## src/rtl/buzzer_pkg.sv

```systemverilog
// Shared types and default timing for the buzzer arbiter.
// Holds the FSM encoding, index width and default tone/burst/gap lengths.
package buzzer_pkg;

    typedef enum logic [1:0] {
        IDLE  = 2'd0,
        GRANT = 2'd1,
        PLAY  = 2'd2,
        GAP   = 2'd3
    } state_e;

    localparam int IDX_W         = 4;
    localparam int DEF_N         = 10;
    localparam int DEF_W         = 4;
    localparam int DEF_TONE_DIV  = 50000;
    localparam int DEF_BURST_LEN = 20000000;
    localparam int DEF_GAP_LEN   = 5000000;

endpackage

```

## src/rtl/buzzer_arbiter_rr_pick.sv

```systemverilog
// Combinational round-robin picker for the buzzer arbiter.
// Searches upward from last+1, wrapping N-1 -> 0.
module rr_pick
    import buzzer_pkg::*;
#(
    parameter int N = DEF_N
) (
    input  logic [N-1:0]     req,
    input  logic [IDX_W-1:0] last,
    output logic [IDX_W-1:0] idx,
    output logic             found
);

    int           j;
    logic [N-1:0] sel;

    // First requester after last, in circular order
    always_comb begin
        idx   = '0;
        found = 1'b0;
        j     = 0;
        sel   = '0;
        for (int k = 1; k <= N; k++) begin
            j   = (int'(last) + k) % N;
            sel = N'(1) << j;
            if (!found && (|(req & sel))) begin
                found = 1'b1;
                idx   = IDX_W'(j);
            end
        end
    end

endmodule

```

## src/rtl/buzzer_arbiter.sv

```systemverilog
// Buzzer arbiter: queues per-object wrap alarms, plays them round-robin.
// Optional BUZZER_MISS_CNT_EN adds a saturating coalesced-alarm counter.
module buzzer_arbiter
    import buzzer_pkg::*;
#(
    parameter int N         = DEF_N,
    parameter int W         = DEF_W,
    parameter int TONE_DIV  = DEF_TONE_DIV,
    parameter int BURST_LEN = DEF_BURST_LEN,
    parameter int GAP_LEN   = DEF_GAP_LEN
) (
    input  logic             clk,
    input  logic             rst_n,
    input  logic [N*W-1:0]   status,
    input  logic             enable,
    input  logic             clear,
    output logic             buzzer_pin,
    output logic             busy,
    output logic [IDX_W-1:0] active_idx,
    output logic [N-1:0]     pending
`ifdef BUZZER_MISS_CNT_EN
    ,
    output logic [7:0]       miss_cnt
`endif
);

    localparam int TONE_CW  = $clog2(TONE_DIV + 1);
    localparam int BURST_CW = $clog2(BURST_LEN + 1);
    localparam int GAP_CW   = $clog2(GAP_LEN + 1);

    state_e              state_q, state_d;
    logic [N-1:0]        zero_q, zero_d;
    logic [N-1:0]        pending_q, pending_d;
    logic [IDX_W-1:0]    idx_q, idx_d;
    logic [IDX_W-1:0]    last_q, last_d;
    logic                buzz_q, buzz_d;
    logic [TONE_CW-1:0]  tone_q, tone_d;
    logic [BURST_CW-1:0] burst_q, burst_d;
    logic [GAP_CW-1:0]   gap_q, gap_d;

    logic [N-1:0]        ev;
    logic [N-1:0]        grant_mask;
    logic [N-1:0]        abort_mask;
    logic                grant;
    logic                abort;
    logic [IDX_W-1:0]    pick_idx;
    logic                pick_found;

    rr_pick #(.N(N)) u_pick (
        .req   (pending_q),
        .last  (last_q),
        .idx   (pick_idx),
        .found (pick_found)
    );

    // Zero detect per slice; a fresh zero is an alarm event
    always_comb begin
        zero_d = '0;
        for (int i = 0; i < N; i++) begin
            zero_d[i] = (status[i*W +: W] == '0);
        end
        ev = zero_d & ~zero_q;
    end

    // Next state, grant/abort decisions and tone generation
    always_comb begin
        state_d = state_q;
        idx_d   = idx_q;
        last_d  = last_q;
        buzz_d  = 1'b0;
        tone_d  = '0;
        burst_d = '0;
        gap_d   = '0;
        grant   = 1'b0;
        abort   = 1'b0;
        if (clear) begin
            state_d = IDLE;
        end else if (!enable) begin
            state_d = IDLE;
            abort   = (state_q == GRANT) || (state_q == PLAY);
        end else begin
            unique case (state_q)
                IDLE: begin
                    grant = pick_found;
                end
                GRANT: begin
                    state_d = PLAY;
                end
                PLAY: begin
                    if (burst_q == BURST_CW'(BURST_LEN - 1)) begin
                        state_d = GAP;
                    end else begin
                        burst_d = burst_q + 1'b1;
                        if (tone_q == TONE_CW'(TONE_DIV - 1)) begin
                            tone_d = '0;
                            buzz_d = ~buzz_q;
                        end else begin
                            tone_d = tone_q + 1'b1;
                            buzz_d = buzz_q;
                        end
                    end
                end
                GAP: begin
                    if (gap_q == GAP_CW'(GAP_LEN - 1)) begin
                        if (pick_found) begin
                            grant = 1'b1;
                        end else begin
                            state_d = IDLE;
                        end
                    end else begin
                        gap_d = gap_q + 1'b1;
                    end
                end
                default: begin
                    state_d = IDLE;
                end
            endcase
            if (grant) begin
                state_d = GRANT;
                idx_d   = pick_idx;
                last_d  = pick_idx;
            end
        end
    end

    // Pending queue: new events win over the grant that clears them
    always_comb begin
        grant_mask = grant ? (N'(1) << pick_idx) : '0;
        abort_mask = abort ? (N'(1) << idx_q) : '0;
        if (clear) begin
            pending_d = '0;
        end else begin
            pending_d = (pending_q & ~grant_mask) | abort_mask | ev;
        end
    end

    // State and datapath registers
    always_ff @(posedge clk or negedge rst_n) begin
        if (!rst_n) begin
            state_q   <= IDLE;
            zero_q    <= '1;
            pending_q <= '0;
            idx_q     <= '0;
            last_q    <= IDX_W'(N - 1);
            buzz_q    <= 1'b0;
            tone_q    <= '0;
            burst_q   <= '0;
            gap_q     <= '0;
        end else begin
            state_q   <= state_d;
            zero_q    <= zero_d;
            pending_q <= pending_d;
            idx_q     <= idx_d;
            last_q    <= last_d;
            buzz_q    <= buzz_d;
            tone_q    <= tone_d;
            burst_q   <= burst_d;
            gap_q     <= gap_d;
        end
    end

    assign buzzer_pin = buzz_q;
    assign busy       = (state_q != IDLE);
    assign active_idx = idx_q;
    assign pending    = pending_q;

`ifdef BUZZER_MISS_CNT_EN
    logic [7:0] miss_q, miss_d;

    // Count cycles where an alarm folds into an already queued one
    always_comb begin
        miss_d = miss_q;
        if (clear) begin
            miss_d = '0;
        end else if ((|(ev & pending_q)) && (miss_q != 8'hFF)) begin
            miss_d = miss_q + 8'd1;
        end
    end

    // Miss counter register
    always_ff @(posedge clk or negedge rst_n) begin
        if (!rst_n) begin
            miss_q <= '0;
        end else begin
            miss_q <= miss_d;
        end
    end

    assign miss_cnt = miss_q;
`endif

endmodule

```

## config.mk

```make
export PLATFORM = sky130hd
export DESIGN_NAME = buzzer_arbiter
export DESIGN_NICKNAME = d
export VERILOG_FILES = /design/src/rtl/buzzer_pkg.sv /design/src/rtl/buzzer_arbiter_rr_pick.sv /design/src/rtl/buzzer_arbiter.sv
export SDC_FILE = /design/constraint.sdc
export NUM_CORES = 1
export LEC_CHECK = 0
export ABC_AREA = 1
export BUFFER_PORTS_ARGS = -buffer_cell sky130_fd_sc_hd__buf_2
export CORE_MARGIN = 2
export CORE_UTILIZATION = 34
export CTS_CLUSTER_DIAMETER = 100
export DETAILED_ROUTE_END_ITERATION = 6
export GPL_ROUTABILITY_DRIVEN = 0
export SKIP_LAST_GASP = 1
export SYNTH_ARGS = -nofsm -noshare
export SYNTH_HDL_FRONTEND = slang
export SYNTH_SLANG_ARGS = --single-unit
```

## constraint.sdc

```tcl
create_clock -name clk -period 6.7 [get_ports clk]
set_input_delay 0.335 -clock clk [delete_from_list [all_inputs] [get_ports clk]]
set_output_delay 0.335 -clock clk [all_outputs]
set_load 0.1 [all_outputs]
```

==> metrics, run 1 <==
minimum clock period 5.03 ns; port buffer count 59; post-synth top area cell dfrtp_1; Setup Viol. Count Final 0; GRT Total Usage about 18%; CP top delay family simple AND/OR/NAND/NOR gates; drt pass-1 iters 5; most frequent cells in the layout 315 x nand2_1, 200 x inv_1, 190 x nor2_1, 163 x nand3_1, 81 x dfrtp_1; number of flops mapped to enable cells by yosys 0; floorplan row count 61; Post-synth ARST share 100%; H-tree depth 3; most used cell, CP nand2_1; Primary FF master, synth dfrtp_1; routed len/inst roughly 14 µm; worst hold margin slightly above 0.1 ns; # DRC 0; Area contributors post-synth dfrtp_1 21%, nand2_1 12%, nand3_1 8.6%; Synthesized Nets ~1.6k; Die Width between 150 and 200 µm; Layout Cells excl Fill 1897; slowest CP cell ha_1; Seq/Total Area, Yosys approximately a quarter; final WL approximately 26000 µm; Slew headroom 47.1%; diode count 0; largest net degree at the start of global routing a little over 50; critical path class flip-flop to flip-flop; WP data arrival 5.25 ns; post-CTS sizing 0; commonest non-fill, non-tap cell in the layout nand2_1; Hold-fix buffers, CTS 1; Max Transition Viols Final 0; Final Skew around 0.0094 ns; First DRT Iteration DRCs between 500 and 600; Mapped Cells between 1k and 1.5k; Avg Inst Size Synth ~6.5 µm²; Post-CTS Setup Repair Bufs 0; via count ~9.5k; hold path start status[34]; Via density approximately 5.0; Tcrit/Tclk final between 70 and 80%; Worst Tran Pin Value a little under 0.8 ns; die area slightly below 30000 µm²; # IOs 60; FF-to-FF path depth 31; Clock Latency Late Sink ~0.35 ns; Clock Path Buffers 2; share of Yosys cell area claimed by the top area cell type about a fifth; Synthesis Warnings 0; synthesized area 9510 µm²; Inserted Clock Buffers 9; hold depth 2; unrepaired setup endpoints after global routing no; crit path buf inv count 3; first-pass GRT wire length between 40000 and 50000 µm; R2R Path End pending[7]; Reg clk slew, reported paths 0.07 ns; critical-path maximum fanout 18; setup TNS 0 ns; distinct cell type count after synthesis 62; vias in the first global route between 8k and 9k; outcome finished clean; synthesized flop and latch total 93; Min-Delay Path Class input port to flip-flop; initial antenna violation count 0; CTS root buf clkbuf_16; TritonCTS Sinks slightly above 90; share of layout cells above drive strength 1 between 10% and 20%; nets@finish approximately 1.6k; core area 27600 µm²; post-DP HPWL roughly 20000 µm; area delta synth->final 9.98%; Die Ht between 150 and 200 µm; fmax around 200 MHz; Fill cells around 3k; total global routing overflow 0; max-cap violations 0; TritonCTS clock tree yes; Hold Path End zero_q[8]; reg-to-reg startpoint last_q[0]; max incr delay on CP around 0.63 ns; R2R setup slack ~1.7 ns; Starting Density between 30 and 40%; data required time of the critical path around 6.9 ns; final hold vios 0; ANT nets after route 0; Crit. End Element flip-flop; Post-Place Cells between 1.5k and 2k; crit path launch type flip-flop
## per-stage QoR
stage / instance area, µm² / worst slack [ns] / util, %
finish: 10500 / 1.67 / 37.8
global route: 10500 / 1.23 / 37.8
CTS: 10500 / 1.74 / 37.8
detailed placement: 10100 / 1.77 / 36.7
global placement: 10100 / 1.80 / 36.7
floorplan: 9510 / 2.02 / -
## layer usage
layer / routed length [µm] / global-route usage, % / up-vias
met5: 0 / 0 / -
met4: 1040 / 7.96 / 0
met3: 1150 / 2.05 / 54
met2: 12100 / 30.5 / 242
met1: 11700 / 23.2 / 4299
li1: - / - / 4857
## worst max-delay path by stage
stage	from	end	slack, ns	depth (start not counted)
after floorplan	active_idx[1]	pending[4]	2.02	36
after global placement	last_q[0]	pending[4]	1.80	33
after detailed placement	last_q[0]	pending[4]	1.77	33
after CTS	last_q[0]	pending[4]	1.74	33
after global routing	last_q[0]	pending[4]	1.23	33
final	last_q[0]	pending[7]	1.67	31
## cells in the mapped netlist, types with 3 or more instances
cell / count
a21oi_1: 65
a21oi_2: 4
a31oi_1: 3
buf_1: 3
buf_2: 11
buf_4: 5
buf_6: 3
clkbuf_1: 15
clkinv_1: 4
dfrtp_1: 81
dfstp_2: 12
ha_1: 59
inv_1: 200
inv_2: 19
nand2_1: 315
nand2_2: 26
nand2_4: 3
nand3_1: 163
nand3_2: 14
nand3b_1: 6
nand4_1: 36
nand4_2: 3
nor2_1: 190
nor2_2: 14
nor2_4: 9
nor3_1: 38
nor4_1: 22
o211ai_1: 5
o21a_1: 3
o21ai_0: 43
o21ai_1: 27
o21ai_2: 9
xnor2_1: 7
xor2_1: 21
xor2_2: 3
## logic make-up (layout without fill, tap and decap cells)
kind of cell,Yosys count,in the layout,synth area share [%]
AOI/OAI and AO/OA,174,174,10.7
buffers and inverters,261,306,10.9
xor gates and xnor gates,34,34,3.84
and+or+nand+nor,853,853,42.2
adders and majority gates,59,59,7.76
DFF,93,93,24.6
## sequential cells by signal (all words and copies together) (netlist names)
name / count
active_idx: 4
burst_q: 25
buzzer_pin: 1
gap_q: 23
last_q: 2
pending: 10
state_q: 2
tone_q: 16
zero_q: 10
## area by class of cell
| type | count | area (µm²) | share of cell area (%) |
|---|---|---|---|
| multi-input combinational | 1120 | 6130 | 58.6 |
| sequential | 93 | 2340 | 22.4 |
| inverter | 224 | 843 | 8.07 |
| tap | 378 | 473 | 4.52 |
| timing repair buffer | 66 | 353 | 3.37 |
| clock buffer | 10 | 239 | 2.29 |
| clock inverter | 6 | 77.6 | 0.742 |
Power of run 1 is not shown: default switching activity piles up to over one toggle a cycle in this logic, so the estimate is an artifact.
==> run 2, diff against run 1 <==
==> constraint.sdc (replaced) <==
create_clock -name clk -period 4.1 [get_ports clk]
set_input_delay 0.205 -clock clk [delete_from_list [all_inputs] [get_ports clk]]
set_output_delay 0.205 -clock clk [all_outputs]
set_load 0.1 [all_outputs]
==> metrics, run 2 (synthesis results as in run 1) <==
outcome complete, but fails checks; failing checks setup timing; GRT Total Usage 19.5% (+1.4 points); commonest non-fill, non-tap cell in the layout nand2_1; core area 27600 µm² (unchanged); max-cap violations 0 (unchanged); data required time of the critical path 4.33 ns (-2.59 ns); slowest CP cell dfrtp_2; diode count 0 (unchanged); TritonCTS clock tree yes; minimum clock period 4.17 ns (-0.859 ns); nets@finish 1820 (+13%); Crit. End Element flip-flop; WP data arrival 4.40 ns (-0.85 ns); share of layout cells above drive strength 1 33.6% (+20 points); Max Transition Viols Final 0 (unchanged); Hold Path End zero_q[6]; Die Ht 171 µm (unchanged); FF-to-FF path depth 28 (-9.7%); post-DP HPWL 21600 µm (+9.1%); final WL 29200 µm (+13%); # IOs 60 (unchanged); largest net degree at the start of global routing 65 (+27%); number of flip-flops in the largest register 25 (unchanged); Reg clk slew, reported paths 0.07 ns (about the same); First DRT Iteration DRCs 606 (+6.9%); unrepaired setup endpoints after global routing yes; Die Width 171 µm (unchanged); drt pass-1 iters 5 (unchanged); PnR worst setup slack -0.0704 ns (-1.74 ns); critical path class flip-flop to flip-flop; most frequent cells in the layout 254 x nand2_1, 186 x inv_1, 172 x buf_4, 161 x nor2_1, 133 x nand3_1; fmax 240 MHz (+21%); Layout Cells excl Fill 2100 (+11%); CTS root buf clkbuf_16; ANT nets after route 0 (unchanged); critical-path maximum fanout 8 (-10); vias in the first global route 9617 (+10%); reg-to-reg startpoint active_idx[2]; Worst Tran Pin Value 0.829 ns (+0.0425 ns); floorplan row count 61 (unchanged); via count 10.4k (+9.9%); Setup Viol. Count Final 9 (+9); R2R Path End pending[5]; TritonCTS Sinks 93 (unchanged); hold path start status[26]; Most flops, register burst_q; Final Skew 0.00939 ns (+0.0000412 ns); Slew headroom 44.7% (-2.4 points); area delta synth->final 38.3%; R2R setup slack -0.07 ns (-1.74 ns); final hold vios 0 (unchanged); Starting Density 34.4% (unchanged); Tcrit/Tclk final 102% (+27 points); max incr delay on CP 0.47 ns (-0.16 ns); Clock Path Buffers 2 (unchanged); first-pass GRT wire length 46100 µm (+8.5%); initial antenna violation count 0 (unchanged); Largest regs burst_q x25, gap_q x23, tone_q x16; port buffer count 59 (unchanged); most used cell, CP nor2_4; Fill cells 2801 (-6.4%); Via density 4.94 (-0.76%); Inserted Clock Buffers 9 (unchanged); crit path launch type flip-flop; H-tree depth 3 (unchanged); die area 29300 µm² (unchanged); Min-Delay Path Class input port to flip-flop; # DRC 0 (unchanged); total global routing overflow 0 (unchanged); routed len/inst 13.9 µm (+1.9%); Clock Latency Late Sink 0.35 ns (about the same); Post-Place Cells 2042 (+8.6%); hold depth 2 (unchanged)
-- run 2: changes by cell type in the layout (fill, tap and decap cells not counted), moves of 24 or more --
cell,previous run,this run
nand2_1,315,254
nor2_1,190,161
nand3_2,14,38
nand2_2,26,74
nand3_1,163,133
buf_4,7,172
-- run 2: routing by layer --
layer / global-route usage (%) / part of all wire (%) / wire length [µm]
met1: 25.0 / 43 / 12700
met2: 32.9 / 48 / 14100
met3: 2.42 / 5.1 / 1500
met4: 8.36 / 3.2 / 926
met5: 0 / 0 / 0
-- run 2: what timing repair did --
action,in CTS,in global routing
resized for setup,68,201
setup endpoints to repair,18,18
buffers inserted,7,23
hold buffers,13,0
pin swaps,24,87
endpoints found under the hold margin,49,0
-- run 2: cell type report --
type | instances | area, µm² | area share (%)
Clock inverter | 6 | 56.3 | 0.428
Clock buffer | 10 | 239 | 1.82
Multi-Input combinational cell | 1120 | 7110 | 54.1
Inverter | 224 | 863 | 6.56
Timing Repair Buffer | 269 | 2060 | 15.7
Sequential cell | 93 | 2340 | 17.8
Tap cell | 378 | 473 | 3.60
-- run 2: through the flow --
stage	util (%)	area, µm²	hold slack, ns	TNS (ns)	worst slack, ns
4_1_cts	44.1	12200	0.00855	-0.00803	-0.00803
5_1_grt	47.6	13200	0.0125	-4.88	-0.371
2_1_floorplan	-	9590	-0.0906	-0.0444	-0.0308
3_5_place_dp	41.4	11400	0.345	-2.58	-0.222
6_report	47.6	13200	0.0165	-0.318	-0.0704
3_3_place_gp	41.4	11400	0.339	-1.90	-0.202
-- run 2: worst max path at each step --
| stage | slack (ns) | startpoint | to | depth (start not counted) |
|---|---|---|---|---|
| after floorplan | -0.03 | last_q[0] | pending[5] | 35 |
| after global placement | -0.20 | active_idx[1] | pending[7] | 27 |
| after detailed placement | -0.22 | active_idx[1] | pending[7] | 27 |
| after CTS | -0.008 | last_q[3] | pending[7] | 28 |
| after global routing | -0.37 | last_q[0] | pending[4] | 32 |
| final | -0.07 | active_idx[2] | pending[5] | 28 |
-- run 2: worst max-delay path, delay by kind of cell (launching register included) --
family          cells  cell delay, ns
compound gates      4            0.53
fa+ha+maj           2            0.49
buf+inv             5            0.50
simple gates       17            2.04
flops               1            0.47
Power of run 2 is left out for the same reason.
==> run 3, diff against run 2 <==
--- a/config.mk
+++ b/config.mk
@@ -5,7 +5,6 @@
 export SDC_FILE = /design/constraint.sdc
 export NUM_CORES = 1
 export LEC_CHECK = 0
-export ABC_AREA = 1
 export BUFFER_PORTS_ARGS = -buffer_cell sky130_fd_sc_hd__buf_2
 export CORE_MARGIN = 2
 export CORE_UTILIZATION = 34
==> metrics, run 3 <==
outcome complete, but fails checks; failing checks setup timing; Synthesized Nets 1352 (-14%); Hold Path End zero_q[6]; data required time of the critical path 4.36 ns (+0.03 ns); Reg clk slew, reported paths 0.08 ns (about the same); synth cell count leaders 133 x nor2_1, 84 x nand2_1, 81 x dfrtp_1; ANT nets after route 0 (unchanged); nets@finish 1739 (-4.5%); Clock Path Buffers 2 (unchanged); critical-path maximum fanout 6 (-2); Post-synth ARST share 100% (unchanged); synthesized flop and latch total 93 (unchanged); via count 11.3k (+9.1%); core area 28800 µm² (+4.2%); vias in the first global route 11.0k (+14%); routed len/inst 17.2 µm (+23%); Max Transition Viols Final 0 (unchanged); Mapped Cells 1249 (-15%); worst hold margin 0.0449 ns (+0.0284 ns); commonest non-fill, non-tap cell in the layout buf_4; reg-to-reg startpoint active_idx[1]; final WL 34800 µm (+19%); Setup Viol. Count Final 18 (+9); hold depth 2 (unchanged); PnR worst setup slack -0.694 ns (-0.623 ns); WP data arrival 5.05 ns (+0.65 ns); Starting Density 34.6% (+0.18 points); crit path launch type flip-flop; hold path start status[26]; Crit. End Element flip-flop; initial antenna violation count 0 (unchanged); Post-Place Cells 1955 (-4.3%); TritonCTS clock tree yes; total global routing overflow 0 (unchanged); Most flops, register burst_q; Worst Tran Pin Value 0.924 ns (+0.0954 ns); unrepaired setup endpoints after global routing yes; most frequent cells in the layout 336 x buf_4, 126 x nor2_1, 80 x nand2_1, 79 x dfrtp_1, 63 x a21oi_1; GRT Total Usage 22.1% (+2.7 points); area delta synth->final 48.0%; Seq/Total Area, Yosys 23.5% (-1.1 points); number of flops mapped to enable cells by yosys 0 (unchanged); CTS root buf clkbuf_16; # DRC 0 (unchanged); Slew headroom 38.2% (-6.5 points); synthesized area 9960 µm² (+4.7%); Final Skew 0.0128 ns (+0.00345 ns); port buffer count 59 (unchanged); number of flip-flops in the largest register 25 (unchanged); H-tree depth 3 (unchanged); Layout Cells excl Fill 2025 (-3.6%); Inserted Clock Buffers 9 (unchanged); most common cell in the netlist nor2_1; Largest regs burst_q x25, gap_q x23, tone_q x16; Via density 5.60 (+13%); share of layout cells above drive strength 1 38.8% (+5.1 points); first-pass GRT wire length 55700 µm (+21%); Clock Latency Late Sink 0.35 ns (about the same); critical path class flip-flop to flip-flop; R2R Path End active_idx[2]; Die Width 175 µm (+2.3%); final hold vios 0 (unchanged); Die Ht 175 µm (+2.3%); fmax 209 MHz (-13%); share of Yosys cell area claimed by the top area cell type 20.4% (-0.96 points); Min-Delay Path Class input port to flip-flop; drt pass-1 iters 7 (+2); max-cap violations 0 (unchanged); floorplan row count 62 (+1.6%); post-synth top area cell dfrtp_1; largest net degree at the start of global routing 65 (unchanged); R2R setup slack -0.69 ns (-0.62 ns); distinct cell type count after synthesis 104 (+68%); # IOs 60 (unchanged); Synthesis Warnings 0 (unchanged); Tcrit/Tclk final 117% (+15 points); First DRT Iteration DRCs 922 (+52%); post-DP HPWL 25700 µm (+19%); diode count 0 (unchanged); Area contributors post-synth dfrtp_1 20%, ha_1 7.4%, nor2_1 5.0%; Primary FF master, synth dfrtp_1; TritonCTS Sinks 93 (unchanged); FF-to-FF path depth 22 (-21%); Avg Inst Size Synth 7.97 µm² (+24%); die area 30700 µm² (+4.6%); minimum clock period 4.79 ns (+0.623 ns)
[run 3: cell types whose count changed after synthesis, sizes merged, moves of 30 or more]
cell | before | now
nand2 | 344 | 84
inv | 220 | 42
nand3 | 177 | 54
nor2 | 214 | 135
xnor2 | 8 | 53
nand2b | 0 | 30
[run 3: cell families (layout without fill, tap and decap cells)]
family	Yosys count	in the layout	synth area share (%)
simple gates	513	514	27.0
compound gates	352	352	25.3
buf+inv	104	495	4.77
flops	93	93	23.5
xor+xnor	91	91	8.16
fa+ha+maj	60	60	7.53
mux	36	36	3.81
[run 3: worst max path at each step]
stage / start / endpoint
floorplan: active_idx[1] / pending[4]
global route: active_idx[1] / active_idx[2]
finish: active_idx[1] / active_idx[2]
global placement: last_q[3] / pending[6]
detailed placement: last_q[3] / pending[2]
CTS: active_idx[1] / pending[3]
[run 3: worst max-delay path: stages (launching register included)]
cell and delay (ns):
dfrtp_2 0.41, buf_6 0.13, clkinvlp_4 0.09, buf_12 0.15, ha_4 0.27, buf_6 0.13
a211o_1 0.24, o211ai_1 0.16, inv_1 0.14, ha_2 0.23, a211oi_4 0.24, a221oi_2 0.10
a211oi_2 0.21, a32oi_1 0.12, a221oi_2 0.32, o31a_1 0.36, nor4_4 0.09, buf_4 0.17
a31o_4 0.24, or2_4 0.26, buf_6 0.14, nand3b_1 0.25, o21ai_2 0.23
[run 3: metal layers]
metal | wire (µm) | vias up | global-route usage, %
met4 | 966 | 0 | 7.05
met3 | 2170 | 74 | 3.35
met1 | 15500 | 5453 | 30.0
met2 | 16100 | 367 | 36.0
li1 | - | 5436 | -
met5 | 0 | - | 0
[run 3: cell type report]
cell class,count,area [µm²]
Clock buffer,9,225
Clock inverter,7,91.3
Tap cell,384,480
Fill cell,2632,14000
Inverter,44,171
Multi-Input combinational cell,1053,8130
Sequential cell,93,2340
Timing Repair Buffer,435,3290
[run 3: metrics by stage]
step,area (µm²),util [%],setup TNS (ns),worst slack (ns)
final,14700,51.2,-10.13,-0.694
after global routing,14700,51.2,-12.64,-0.801
after global placement,13200,45.7,-11.52,-0.727
after CTS,14300,49.6,-7.87,-0.515
after floorplan,10300,-,-14.94,-0.908
after detailed placement,13200,45.7,-12.36,-0.775
[run 3: timing repair]
action / 4_1_cts / 5_1_grt
hold buffers: 19 / 0
gates cloned: 0 / 1
resized for setup: 86 / 76
pin swaps: 24 / 31
hold endpoints to repair: 72 / 0
endpoints found under the setup margin: 18 / 18
setup buffers: 27 / 9
Power of run 3 is left out for the same reason.
